<file path="src/rtl/fb_pkg.sv">
// fb_pkg: shared state encoding, grant encoding and default sizes for the
// frame-buffer burst arbiter (fb_burst_arb) and its address generator.
package fb_pkg;

  localparam int WR_BURST_DEF    = 8;
  localparam int RD_BURST_DEF    = 16;
  localparam int FRAME_WORDS_DEF = 307200;
  localparam int ADDR_W_DEF      = 25;
  localparam int BEAT_W          = 5;

  typedef enum logic [1:0] {
    S_IDLE    = 2'd0,
    S_WR      = 2'd1,
    S_RD_CMD  = 2'd2,
    S_RD_DATA = 2'd3
  } arb_state_e;

  typedef enum logic {
    GRANT_WR = 1'b0,
    GRANT_RD = 1'b1
  } grant_e;

  // Beat counter step: wraps to zero after the last beat of a burst.
  function automatic logic [BEAT_W-1:0] beat_next(input logic [BEAT_W-1:0] cnt,
                                                  input logic [BEAT_W-1:0] last);
    if (cnt == last) begin
      beat_next = {BEAT_W{1'b0}};
    end else begin
      beat_next = cnt + BEAT_W'(1);
    end
  endfunction

endpackage

</file>
<file path="src/rtl/fb_addr_gen.sv">
// fb_addr_gen: burst-step word address counter. Advances by STEP on each adv
// pulse, wraps to zero on reaching FRAME_WORDS and flags the wrap with a
// one-cycle frame_done pulse.
module fb_addr_gen
  import fb_pkg::*;
#(
  parameter int STEP        = WR_BURST_DEF,
  parameter int FRAME_WORDS = FRAME_WORDS_DEF,
  parameter int ADDR_W      = ADDR_W_DEF
) (
  input  logic              clk,
  input  logic              reset,
  input  logic              adv,
  output logic [ADDR_W-1:0] addr,
  output logic              frame_done
);

  localparam logic [ADDR_W-1:0] STEP_C  = ADDR_W'(STEP);
  localparam logic [ADDR_W-1:0] FRAME_C = ADDR_W'(FRAME_WORDS);

  logic [ADDR_W-1:0] addr_r;
  logic [ADDR_W-1:0] sum_s;
  logic              done_r;

  assign sum_s = addr_r + STEP_C;

  // Address register with frame wrap and registered wrap pulse
  always_ff @(posedge clk) begin
    if (!reset) begin
      addr_r <= {ADDR_W{1'b0}};
      done_r <= 1'b0;
    end else if (adv) begin
      if (sum_s >= FRAME_C) begin
        addr_r <= {ADDR_W{1'b0}};
        done_r <= 1'b1;
      end else begin
        addr_r <= sum_s;
        done_r <= 1'b0;
      end
    end else begin
      done_r <= 1'b0;
    end
  end

  assign addr       = addr_r;
  assign frame_done = done_r;

endmodule

</file>
<file path="src/rtl/fb_burst_arb.sv">
// fb_burst_arb: arbitrates one memory port between camera write bursts and
// ADV read bursts. Reads that are urgent win outright; otherwise simultaneous
// requesters alternate. Optional statistics outputs are built when
// FB_BURST_ARB_STATS_EN is defined.
module fb_burst_arb
  import fb_pkg::*;
#(
  parameter int WR_BURST_SIZE = WR_BURST_DEF,
  parameter int RD_BURST_SIZE = RD_BURST_DEF,
  parameter int FRAME_WORDS   = FRAME_WORDS_DEF,
  parameter int ADDR_W        = ADDR_W_DEF
) (
  input  logic              clk,
  input  logic              reset,
  input  logic              init_done,
  input  logic              wr_pend,
  input  logic              rd_room,
  input  logic              rd_urgent,
  input  logic              avl_ready,
  input  logic              avl_rdata_valid,
  output logic              avl_write_req,
  output logic              avl_read_req,
  output logic              avl_burstbegin,
  output logic [4:0]        avl_size,
  output logic [ADDR_W-1:0] avl_addr,
  output logic              rdreq_cam,
  output logic              wrreq_adv,
  output logic              wr_frame_done,
  output logic              rd_frame_done,
`ifdef FB_BURST_ARB_STATS_EN
  output logic [15:0]       wr_burst_cnt,
  output logic [15:0]       rd_burst_cnt,
  output logic              stray_valid,
`endif
  output logic              busy
);

  localparam logic [BEAT_W-1:0] WR_LAST = BEAT_W'(WR_BURST_SIZE - 1);
  localparam logic [BEAT_W-1:0] RD_LAST = BEAT_W'(RD_BURST_SIZE - 1);
  localparam logic [4:0]        WR_SIZE = 5'(WR_BURST_SIZE);
  localparam logic [4:0]        RD_SIZE = 5'(RD_BURST_SIZE);

  arb_state_e        state_r, state_nxt_s;
  grant_e            last_grant_r;
  logic [BEAT_W-1:0] wr_beat_r, rd_beat_r;
  logic [ADDR_W-1:0] wr_addr_s, rd_addr_s;
  logic              wr_fd_s, rd_fd_s;
  logic              wr_end_s, rd_end_s;
  logic              wr_req_s, rd_req_s, bb_s, busy_s, cam_pop_s, adv_push_s;
  logic [4:0]        size_s;
  logic [ADDR_W-1:0] addr_s;

  fb_addr_gen #(.STEP(WR_BURST_SIZE), .FRAME_WORDS(FRAME_WORDS), .ADDR_W(ADDR_W)) u_wr_addr (
    .clk(clk), .reset(reset), .adv(wr_end_s), .addr(wr_addr_s), .frame_done(wr_fd_s)
  );

  fb_addr_gen #(.STEP(RD_BURST_SIZE), .FRAME_WORDS(FRAME_WORDS), .ADDR_W(ADDR_W)) u_rd_addr (
    .clk(clk), .reset(reset), .adv(rd_end_s), .addr(rd_addr_s), .frame_done(rd_fd_s)
  );

  // FSM state register
  always_ff @(posedge clk) begin
    if (!reset) begin
      state_r <= S_IDLE;
    end else begin
      state_r <= state_nxt_s;
    end
  end

  // Remember who won the last grant and count accepted beats per burst
  always_ff @(posedge clk) begin
    if (!reset) begin
      last_grant_r <= GRANT_RD;
      wr_beat_r    <= {BEAT_W{1'b0}};
      rd_beat_r    <= {BEAT_W{1'b0}};
    end else begin
      if (state_r == S_IDLE && state_nxt_s == S_WR) begin
        last_grant_r <= GRANT_WR;
      end else if (state_r == S_IDLE && state_nxt_s == S_RD_CMD) begin
        last_grant_r <= GRANT_RD;
      end else begin
        last_grant_r <= last_grant_r;
      end
      if (state_r == S_WR && avl_ready) begin
        wr_beat_r <= beat_next(wr_beat_r, WR_LAST);
      end
      if (state_r == S_RD_DATA && avl_rdata_valid) begin
        rd_beat_r <= beat_next(rd_beat_r, RD_LAST);
      end
    end
  end

  // Next-state decode, arbitration and command strobes
  always_comb begin
    state_nxt_s = state_r;
    wr_end_s    = 1'b0;
    rd_end_s    = 1'b0;
    wr_req_s    = 1'b0;
    rd_req_s    = 1'b0;
    bb_s        = 1'b0;
    size_s      = 5'd0;
    addr_s      = {ADDR_W{1'b0}};
    cam_pop_s   = 1'b0;
    adv_push_s  = 1'b0;
    busy_s      = 1'b1;
    case (state_r)
      S_IDLE: begin
        busy_s = 1'b0;
        if (!init_done) begin
          state_nxt_s = S_IDLE;
        end else if (rd_urgent && rd_room) begin
          state_nxt_s = S_RD_CMD;
        end else if (wr_pend && rd_room) begin
          state_nxt_s = (last_grant_r == GRANT_RD) ? S_WR : S_RD_CMD;
        end else if (wr_pend) begin
          state_nxt_s = S_WR;
        end else if (rd_room) begin
          state_nxt_s = S_RD_CMD;
        end else begin
          state_nxt_s = S_IDLE;
        end
      end
      S_WR: begin
        wr_req_s  = 1'b1;
        bb_s      = (wr_beat_r == {BEAT_W{1'b0}});
        size_s    = WR_SIZE;
        addr_s    = wr_addr_s;
        cam_pop_s = avl_ready;
        if (avl_ready && wr_beat_r == WR_LAST) begin
          state_nxt_s = S_IDLE;
          wr_end_s    = 1'b1;
        end else begin
          state_nxt_s = S_WR;
        end
      end
      S_RD_CMD: begin
        rd_req_s = 1'b1;
        bb_s     = 1'b1;
        size_s   = RD_SIZE;
        addr_s   = rd_addr_s;
        if (avl_ready) begin
          state_nxt_s = S_RD_DATA;
        end else begin
          state_nxt_s = S_RD_CMD;
        end
      end
      S_RD_DATA: begin
        adv_push_s = avl_rdata_valid;
        if (avl_rdata_valid && rd_beat_r == RD_LAST) begin
          state_nxt_s = S_IDLE;
          rd_end_s    = 1'b1;
        end else begin
          state_nxt_s = S_RD_DATA;
        end
      end
      default: begin
        state_nxt_s = S_IDLE;
      end
    endcase
  end

  // Outputs are held quiet while reset is low, even before the edge lands
  assign avl_write_req  = reset & wr_req_s;
  assign avl_read_req   = reset & rd_req_s;
  assign avl_burstbegin = reset & bb_s;
  assign avl_size       = reset ? size_s : 5'd0;
  assign avl_addr       = addr_s;
  assign rdreq_cam      = reset & cam_pop_s;
  assign wrreq_adv      = reset & adv_push_s;
  assign wr_frame_done  = reset & wr_fd_s;
  assign rd_frame_done  = reset & rd_fd_s;
  assign busy           = reset & busy_s;

`ifdef FB_BURST_ARB_STATS_EN
  logic [15:0] wr_cnt_r, rd_cnt_r;
  logic        stray_r;

  // Completed-burst counters and sticky stray-valid flag
  always_ff @(posedge clk) begin
    if (!reset) begin
      wr_cnt_r <= 16'd0;
      rd_cnt_r <= 16'd0;
      stray_r  <= 1'b0;
    end else begin
      if (wr_end_s) begin
        wr_cnt_r <= wr_cnt_r + 16'd1;
      end
      if (rd_end_s) begin
        rd_cnt_r <= rd_cnt_r + 16'd1;
      end
      if (avl_rdata_valid && state_r != S_RD_DATA) begin
        stray_r <= 1'b1;
      end
    end
  end

  assign wr_burst_cnt = wr_cnt_r;
  assign rd_burst_cnt = rd_cnt_r;
  assign stray_valid  = stray_r;
`endif

endmodule

</file>
<file path="config.mk">
export PLATFORM = sky130hd
export DESIGN_NAME = fb_burst_arb
export DESIGN_NICKNAME = d
export VERILOG_FILES = /design/src/rtl/fb_pkg.sv /design/src/rtl/fb_addr_gen.sv /design/src/rtl/fb_burst_arb.sv
export SDC_FILE = /design/constraint.sdc
export NUM_CORES = 1
export LEC_CHECK = 0
export ABC_AREA = 1
export CELL_PAD_IN_SITES_DETAIL_PLACEMENT = 1
export CELL_PAD_IN_SITES_GLOBAL_PLACEMENT = 1
export CORE_MARGIN = 1.5
export CORE_UTILIZATION = 39
export DETAILED_ROUTE_END_ITERATION = 6
export PLACE_DENSITY = 0.85
export SYNTH_ARGS = -nofsm -noshare
export SYNTH_HDL_FRONTEND = slang
export SYNTH_SLANG_ARGS = --single-unit
export TNS_END_PERCENT = 50
</file>
<file path="constraint.sdc">
create_clock -name clk -period 2.2 [get_ports clk]
set_clock_uncertainty 0.05 [all_clocks]
set_input_delay 0.33 -clock clk [delete_from_list [all_inputs] [get_ports clk]]
set_output_delay 0.33 -clock clk [all_outputs]
set_load 0.02 [all_outputs]
</file>
* Word-level counts from Yosys, hierarchy flattened
Cells that the tools add are included.
** Word-level totals
- Flip-flop bits (word level) :: 65
- Output and inout port bits :: 38
- Input bits :: 8
- Logic and storage cells :: 73
** Cells by class
- Equal/unequal tests :: 7
- Multiplexer cells :: 31
- Reductions and logical operators :: 13
- $lt $le $gt $ge :: 2
- Add/subtract/negate cells :: 4
- Bitwise logic cells :: 8
** Operators with widths (number)
- 25-bit by 19-bit greater-or-equal comparator with 1-bit output (second input constant) :: 2
- 25-bit 2-to-1 mux :: 2
- 25-bit case mux with 2 select lines :: 1
- 25-bit by 4-bit adder with 25-bit output (second input constant) :: 1
- 25-bit by 5-bit adder with 25-bit output (second input constant) :: 1
- 1-bit 2-to-1 mux :: 15
- 5-bit 2-to-1 mux :: 3
- 2-bit 2-to-1 mux :: 7
- 5-bit by 1-bit adder with 5-bit output (second input constant) :: 2
- 5-bit case mux with 2 select lines :: 1
- 1-bit bitwise AND :: 8
- 1-bit logical AND :: 8
- 2-bit case mux with 4 select lines :: 1
- 2-bit equality test (second input constant) :: 3
- 5-bit by 3-bit equality test with 1-bit output (second input constant) :: 1
- 5-bit by 4-bit equality test with 1-bit output (second input constant) :: 1
- 5-bit logical NOT :: 1
- 2-bit by 1-bit equality test with 1-bit output (second input constant) :: 2
- 2-bit AND reduction :: 2
- 2-bit logical NOT :: 1
- 1-bit case mux with 2 select lines :: 1
- 2-bit nonzero test :: 1

* Longest topological paths before layout
Gate-level depths: netlist of the first run.
- Word-level depth :: 10
- Gate-level depth with buffers :: 15
- Gate-level depth less buffers :: 14

* By module
A second synthesis of the first run with hierarchy kept.
** Unflattened totals
- Cell total of the unflattened synthesis :: 655
- Area total of the unflattened synthesis :: 4222.8 sq um
** By module, submodules not included
- fb_addr_gen (u_wr_addr) :: cells an instance 232, sequential area each 460.4 sq um, area each 1565.3 sq um, times used 1
- fb_addr_gen (u_rd_addr) :: cells an instance 223, sequential area each 440.4 sq um, area each 1458.9 sq um, times used 1
- fb_burst_arb :: cells an instance 200, sequential area each 260.2 sq um, area each 1198.6 sq um, times used 1

* Worst setup path before layout of the first run
Ideal clock, no wire load.
- Kind :: reg-to-reg
- Start :: reg u_wr_addr.addr_r[3] (netlist: u_wr_addr.addr[3])
- End :: reg u_wr_addr.addr_r[12] (netlist: u_wr_addr.addr[12])
- Period minus slack after synthesis :: 1.874 ns
- Setup time :: 0.113 ns
- Data arrival time :: 1.711 ns
- Stages on the path, launching flop included :: 14
- Setup slack :: 0.326 ns
- Data required time :: 2.037 ns
- Path buffers :: 1
- Path through :: dfxtp_1 > ha_1 > nand2_1 > nor2_2 > nand2_1 > nor2_2 > nand3_1 > nand2_1 > nand3_1 > nor2_1 > nand3_2 > buf_6 > nand3_1 > nand2_1
** On the way
- Longest elaborated chain between the ends :: 3
** Ends and longest elaborated chain
- start, declared :: line fb_addr_gen.sv:21 : logic [ADDR_W-1:0] addr_r;
- start signal, assigned :: line fb_addr_gen.sv:30 : addr_r <= {ADDR_W{1'b0}};
- start signal, assigned :: line fb_addr_gen.sv:34 : addr_r <= {ADDR_W{1'b0}};
- start signal, assigned :: line fb_addr_gen.sv:37 : addr_r <= sum_s;
- 25-bit by 4-bit adder with 25-bit output (*) :: line fb_addr_gen.sv:25 : assign sum_s = addr_r + STEP_C;
- 25-bit by 19-bit greater-or-equal comparator with 1-bit output :: line fb_addr_gen.sv:33 : if (sum_s >= FRAME_C) begin
- 25-bit 2-to-1 mux (*) :: line fb_addr_gen.sv:33
Mark *: on every way between the ends. The rest lies on a longest branch, timed or not.
A chain may end at the register's enable or synchronous reset.

* Worst setup path in the final report of the first run
- Start :: reg state_r[0]
- End :: out avl_addr[18]
** On the way
- Longest elaborated chain between the ends :: 2
- Elaborated cells on any way between the ends :: 3
- Those cells by class :: eq/ne (2); mux (1)
** Ends and longest elaborated chain
- start, declared :: line fb_burst_arb.sv:43 : arb_state_e state_r, state_nxt_s;
- start signal, assigned :: line fb_burst_arb.sv:66 : state_r <= state_nxt_s;
- 2-bit equality test or 2-bit by 1-bit equality test with 1-bit output (tied branches) :: line fb_burst_arb.sv:106 : case (state_r)
- 25-bit case mux with 2 select lines (*) :: line fb_burst_arb.sv:106
- end, declared :: line fb_burst_arb.sv:25 : output logic [ADDR_W-1:0] avl_addr,
Marked as above.

==> impl_metrics.env, run 1 <==
export IMPL_synth_avg_cell_area_sq_um=6.10
export IMPL_power_leakage_nw=2.07
export IMPL_min_period_ns=2.20
export IMPL_worstPathMaxFanout=22
export IMPL_final_nets=743
export IMPL_powerDensity_mw_per_mm2=419
export IMPL_clockBufferDepth=2
export IMPL_finalMaxSlewViolations=0
export IMPL_cp_end_kind="primary output"
export IMPL_finalCritPeriodShare_pct=99.8
export IMPL_arrival_ns=1.82
export IMPL_grt_pass1_wl_um=22000
export IMPL_setup_viol=0
export IMPL_fmax_ghz=0.455
export IMPL_drtIter0Drc=120
export IMPL_grt_overflow=0
export IMPL_synthCells=645
export IMPL_clock_latency_ns=0.36
export IMPL_cts_made_buffers=9
export IMPL_htreeDepth=3
export IMPL_num_vias=4439
export IMPL_wl_per_cell_um=16.3
export IMPL_max_cap_viol_count=0
export IMPL_ys_ff_latch=58
export IMPL_wl_met3_um=395
export IMPL_cts_tree="done"
export IMPL_cts_root_buf="clkbuf_8"
export IMPL_final_fill_count=1362
export IMPL_dpl_cell_count=839
export IMPL_fin_cells=862
export IMPL_initial_core_util_pct=40.3
export IMPL_dr_pass1_iters=4
export IMPL_post_route_drc_count=0
export IMPL_hold_violations=0
export IMPL_grt_max_degree=26
export IMPL_worst_setup_path_start_kind="flop"
export IMPL_dp_hpwl_um=10300
export IMPL_die_x_um=103
export IMPL_total_power_mw=2.10
export IMPL_rsz0062_at_grt="true"
export IMPL_vias_per_cell=5.15
export IMPL_cp_required_ns=1.82
export IMPL_place_congestion=0.939
export IMPL_cts_sinks=58
export IMPL_area_growth_pct=27.1
export IMPL_track_usage_pct=27.0
export IMPL_status="finished clean"
export IMPL_seq_area_sq_mm=0.00118
export IMPL_tns_ns=0
export IMPL_met1_length_um=5600
export IMPL_diodes=0
export IMPL_vdd_ir_drop_max_mv=0.262
export IMPL_drive_gt1_share_pct=21.5
export IMPL_std_cell_rows=36
export IMPL_synth_cell_type_count=34
export IMPL_fp_dieArea_sq_mm=0.0107
export IMPL_wl_met2_um=7640
export IMPL_crit_type="reg -> out"
export IMPL_yosys_warnings=0
export IMPL_antenna_found_initial=0
export IMPL_multi_input_area_sq_mm=0.00251
export IMPL_final_cell_mix="nand2_1 (208), nor2_1 (76), inv_1 (70)"
export IMPL_port_buffers=39
export IMPL_drt_total_wl_um=14100
export IMPL_io_pins=46
export IMPL_ys_seq_area_share_pct=29.5
export IMPL_clk_pin_slew_worst_paths_ns=0.07
export IMPL_grt_pass1_vias=4689
export IMPL_syn_area_sq_mm=0.00394
export IMPL_mostFrequentLayoutCell="nand2_1"
export IMPL_dieHeight_um=103
export IMPL_core_sq_mm=0.00977
export IMPL_ant_nets=0
export IMPL_hold_path_class="reg -> reg"
export IMPL_dr_max_layer_used="met4"
## area by class of cell
class / count / area share, %
Multi-Input combinational cell: 495 / 50.1
Sequential cell: 58 / 23.6
Timing Repair Buffer: 85 / 14.0
Inverter: 75 / 5.63
Tap cell: 133 / 3.33
Clock buffer: 10 / 2.75
Clock inverter: 6 / 0.650
## sequential cells by signal, indices dropped and copies added, names as in the netlist
signal	cells
rd_beat_r	5
u_wr_addr.addr	22
wr_beat_r	5
state_r	2
last_grant_r	1
u_rd_addr.frame_done	1
u_rd_addr.addr	21
u_wr_addr.frame_done	1
## routing by layer
layer  GRT usage [%]  up-vias
li1                -     2191
met5               0        -
met4            11.3        0
met1            29.2     2141
met2            51.0       70
met3            5.24       37
## timing repair
item,in CTS,in global routing
endpoints found under the hold margin,0,0
cloned,0,1
setup endpoints to repair,33,54
buffers inserted,0,6
hold buffers,0,0
pin swaps,1,10
resized for setup,84,62
## power breakdown
group	internal [mW]	total, mW	switching (mW)	leakage [nW]
combinational	0.0547	0.145	0.0904	1.51
sequential	1.05	1.06	0.00295	0.475
clock	0.428	0.895	0.467	0.0916
total	1.54	2.10	0.561	2.07
## synth_stat cells, drive strengths merged
master   number  area [sq um]
xnor2         4          35.0
o211ai        1          7.51
nor3          8          40.0
nand3        49           265
a21oi        45           251
o2111ai       1          8.76
clkbuf       13          48.8
nand4        12          75.1
nand3b        4          30.0
nor3b         2          15.0
nor2         99           440
a211oi        3          22.5
conb          1          3.75
a31oi         2          12.5
dfxtp        58          1160
o21ai        21           113
inv          73           274
ha           11           138
or2           2          12.5
nand2       216           816
xor2          8          70.1
buf          10          90.1
clkinv        2          7.51
## through the flow
step / instance area [sq um] / util (%) / hold slack [ns] / setup WS [ns]
3_5_place_dp: 4720 / 48.3 / 0.403 / -0.126
5_1_grt: 5000 / 51.2 / 0.441 / -0.0911
6_report: 5000 / 51.2 / 0.406 / 0.00365
3_3_place_gp: 4720 / 48.3 / 0.387 / -0.0144
4_1_cts: 4890 / 50.0 / 0.414 / -0.0816
2_1_floorplan: 3960 / - / 0.372 / 0.326
## cells by family (layout without fill, tap and decap cells)
family                     Yosys count  after routing  synth area share (%)
adders and majority gates           11             11                  3.50
DFF                                 58             58                  29.5
and+or+nand+nor                    392            393                  43.0
other                                1              6                0.0952
AOI/OAI and AO/OA                   73             73                  10.5
xor gates and xnor gates            12             12                  2.67
buffers and inverters               98            176                  10.7
## final timing paths
kind / end / startpoint / slack [ns] / depth (start not counted)
worst max-delay path: avl_addr[18] / state_r[0]$_SDFF_PN0_ / 0.004 / 7
worst min-delay path: rd_beat_r[4]$_SDFFE_PN0P_ / rd_beat_r[4]$_SDFFE_PN0P_ / 0.41 / 2
worst max register to register: u_wr_addr.addr[5]$_SDFFE_PN0P_ / u_wr_addr.addr[4]$_SDFFE_PN0P_ / 0.05 / 13
worst min register to register: rd_beat_r[4]$_SDFFE_PN0P_ / rd_beat_r[4]$_SDFFE_PN0P_ / 0.41 / 2
## critical path, stage by stage (launching register included)
cell and delay [ns]:
dfxtp_2 0.33, inv_1 0.08, buf_4 0.11, ha_1 0.19, buf_12 0.16, nand2_1 0.06
a21oi_1 0.22, clkdlybuf4s15_2 0.30
(Power assumes the default switching activity.)
==> run 2: changes to the inputs <==
CORE_ASPECT_RATIO = 0.9   (was default)
==> run 2 against run 1 <==
Cell count rose by 1.0%. The flow now finishes with violations (setup timing). Design area increased by 9.3%. Via count up 11%. Highest routed layer unchanged. Routed wire length is 24% higher. Sequential power about the same. Hold slack improved by 0.0068 ns. Sequential share of layout area decreased by 1.7 points. Setup slack got worse by 0.14 ns. Critical path depth grew 6.
==> impl_metrics.env, run 2 (synthesis results as in run 1) <==
export IMPL_status="complete, but fails checks"
export IMPL_violations="setup timing"
export IMPL_dieHeight_um=98.3
export IMPL_std_cell_rows=34
export IMPL_clockBufferDepth=2
export IMPL_rsz0062_at_grt="true"
export IMPL_cp_required_ns=2.42
export IMPL_pwr_share_comb_pct=8.7
export IMPL_placed_area_sq_mm=0.00477
export IMPL_holdPathEnd="rd_beat_r[4]$_SDFFE_PN0P_"
export IMPL_io_pins=46
export IMPL_worstPathMaxFanout=8
export IMPL_total_power_mw=2.28
export IMPL_grt_max_degree=26
export IMPL_num_vias=4930
export IMPL_hold_path_class="reg -> reg"
export IMPL_fp_dieArea_sq_mm=0.0107
export IMPL_finalCritPeriodShare_pct=106
export IMPL_cts_tree="done"
export IMPL_layout_setup_ws_ns=-0.133
export IMPL_power_frac_clock_pct=45.1
export IMPL_grt_overflow=0
export IMPL_internal_power_mw=1.70
export IMPL_reg2reg_depth=13
export IMPL_htreeDepth=3
export IMPL_r2r_slack_ns=-0.13
export IMPL_antenna_found_initial=0
export IMPL_cts_root_buf="clkbuf_8"
export IMPL_grt_pass1_wl_um=23700
export IMPL_grt_pass1_vias=4813
export IMPL_mostFrequentLayoutCell="nand2_1"
export IMPL_setup_viol=20
export IMPL_worstHoldStart="rd_beat_r[4]$_SDFFE_PN0P_"
export IMPL_place_congestion=0.835
export IMPL_hold_path_depth=2
export IMPL_powerDensity_mw_per_mm2=418
export IMPL_drtIter0Drc=369
export IMPL_fin_area_sq_mm=0.00547
export IMPL_min_period_ns=2.33
export IMPL_drt_total_wl_um=17400
export IMPL_cts_sinks=58
export IMPL_r2r_end="u_wr_addr.addr[17]$_SDFFE_PN0P_"
export IMPL_die_x_um=109
export IMPL_seqPwrFrac_pct=46.1
export IMPL_core_sq_mm=0.00974
export IMPL_hold_violations=0
export IMPL_final_nets=759
export IMPL_port_buffers=39
export IMPL_post_route_drc_count=0
export IMPL_largest_reg_flops=22
export IMPL_dp_hpwl_um=10600
export IMPL_track_usage_pct=28.3
export IMPL_cts_made_buffers=9
export IMPL_clk_pin_slew_worst_paths_ns=0.08
export IMPL_area_growth_pct=38.8
export IMPL_finalMaxSlewViolations=0
export IMPL_dr_pass1_iters=7
export IMPL_crit_type="reg -> reg"
export IMPL_crit_reg2reg_launch="u_wr_addr.addr[4]$_SDFFE_PN0P_"
export IMPL_sw_frac_of_total_pct=25.7
export IMPL_diodes=0
export IMPL_final_cell_mix="nand2_1 (209), nor2_1 (77), inv_1 (67)"
export IMPL_arrival_ns=2.55
export IMPL_fmax_ghz=0.429
export IMPL_drive_gt1_share_pct=27.9
export IMPL_cts_hold_buf=0
export IMPL_netSwitchingPower_uw=588
export IMPL_clock_latency_ns=0.37
export IMPL_worst_setup_path_start_kind="flop"
export IMPL_cp_end_kind="flop"
export IMPL_initial_core_util_pct=40.4
export IMPL_vdd_ir_drop_max_mv=0.323
export IMPL_vias_per_cell=5.66
export IMPL_ant_nets=0
export IMPL_power_leakage_nw=2.22
export IMPL_wl_per_cell_um=20.0
export IMPL_max_cap_viol_count=0
[run 2: cell count changes in the layout (fill, tap and decap cells not counted), sizes merged]
cell	before	now
nor2	100	101
buf	61	80
dlymetal6s2s	2	0
clkdlybuf4s15	5	1
clkinv	7	1
clkdlybuf4s50	7	8
clkbuf	15	18
clkinvlp	1	3
clkdlybuf4s18	1	0
dlygate4sd2	4	7
[run 2: timing repair]
action                                  in CTS  in global routing
pin swaps                                    1                 18
setup buffers                                1                 10
gates resized for setup                    124                 99
endpoints found under the setup margin      57                 57
cloned                                       1                  5
[run 2: metrics by stage]
stage	hold slack, ns	util [%]	setup TNS (ns)	setup WS, ns	instances
floorplan	0.372	-	0	0.326	650
finish	0.412	56.1	-1.52	-0.133	871
global placement	0.384	49.0	-0.155	-0.0708	838
CTS	0.415	51.1	-0.0901	-0.0533	856
global route	0.427	56.1	-4.91	-0.241	871
detailed placement	0.405	49.0	-1.87	-0.129	838
[run 2: cell type report]
| class | count | area [sq um] |
|---|---|---|
| fill | 1280 | 4280 |
| sequential | 58 | 1190 |
| clock buffer | 15 | 196 |
| timing repair inverter | 1 | 7.51 |
| clock inverter | 1 | 5.00 |
| inverter | 75 | 292 |
| tap | 126 | 158 |
| timing repair buffer | 99 | 940 |
| multi-input combinational | 496 | 2670 |
[run 2: critical path, cell delays in order, from the launching register on]
cell	delay (ns)
dfxtp_2	0.39
buf_6	0.13
nand3_1	0.13
nor2_1	0.33
nand3_1	0.13
nand2_1	0.12
nand2_1	0.08
nor2_1	0.10
nand3_1	0.10
nand2_1	0.15
nand3_4	0.15
clkbuf_16	0.21
nand3_1	0.10
nand2_1	0.06
[run 2: power by group through the flow]
stage / Sequential [mW] / Clock (mW) / Combinational (mW)
global placement: 1.08 / 0 / 0.150
global route: 1.05 / 1.09 / 0.212
CTS: 1.06 / 1.03 / 0.179
finish: 1.05 / 1.03 / 0.199
floorplan: 1.08 / 0 / 0.0833
detailed placement: 1.08 / 0 / 0.158
[run 2: worst max path at each step]
stage | startpoint | end | cells past startpoint
floorplan | u_wr_addr.addr[3]$_SDFFE_PN0P_ | u_wr_addr.addr[12]$_SDFFE_PN0P_ | 13
global placement | reset | wrreq_adv | 4
detailed placement | state_r[0]$_SDFF_PN0_ | avl_addr[14] | 6
CTS | reset | busy | 4
global route | u_wr_addr.addr[4]$_SDFFE_PN0P_ | u_wr_addr.addr[17]$_SDFFE_PN0P_ | 13
finish | u_wr_addr.addr[4]$_SDFFE_PN0P_ | u_wr_addr.addr[17]$_SDFFE_PN0P_ | 13
[run 2: layer usage]
layer / track usage [%] / share of wire [%]
met5: 0 / 0
met1: 35.3 / 40
met4: 9.62 / 4.2
met2: 47.8 / 49
met3: 6.14 / 7.5
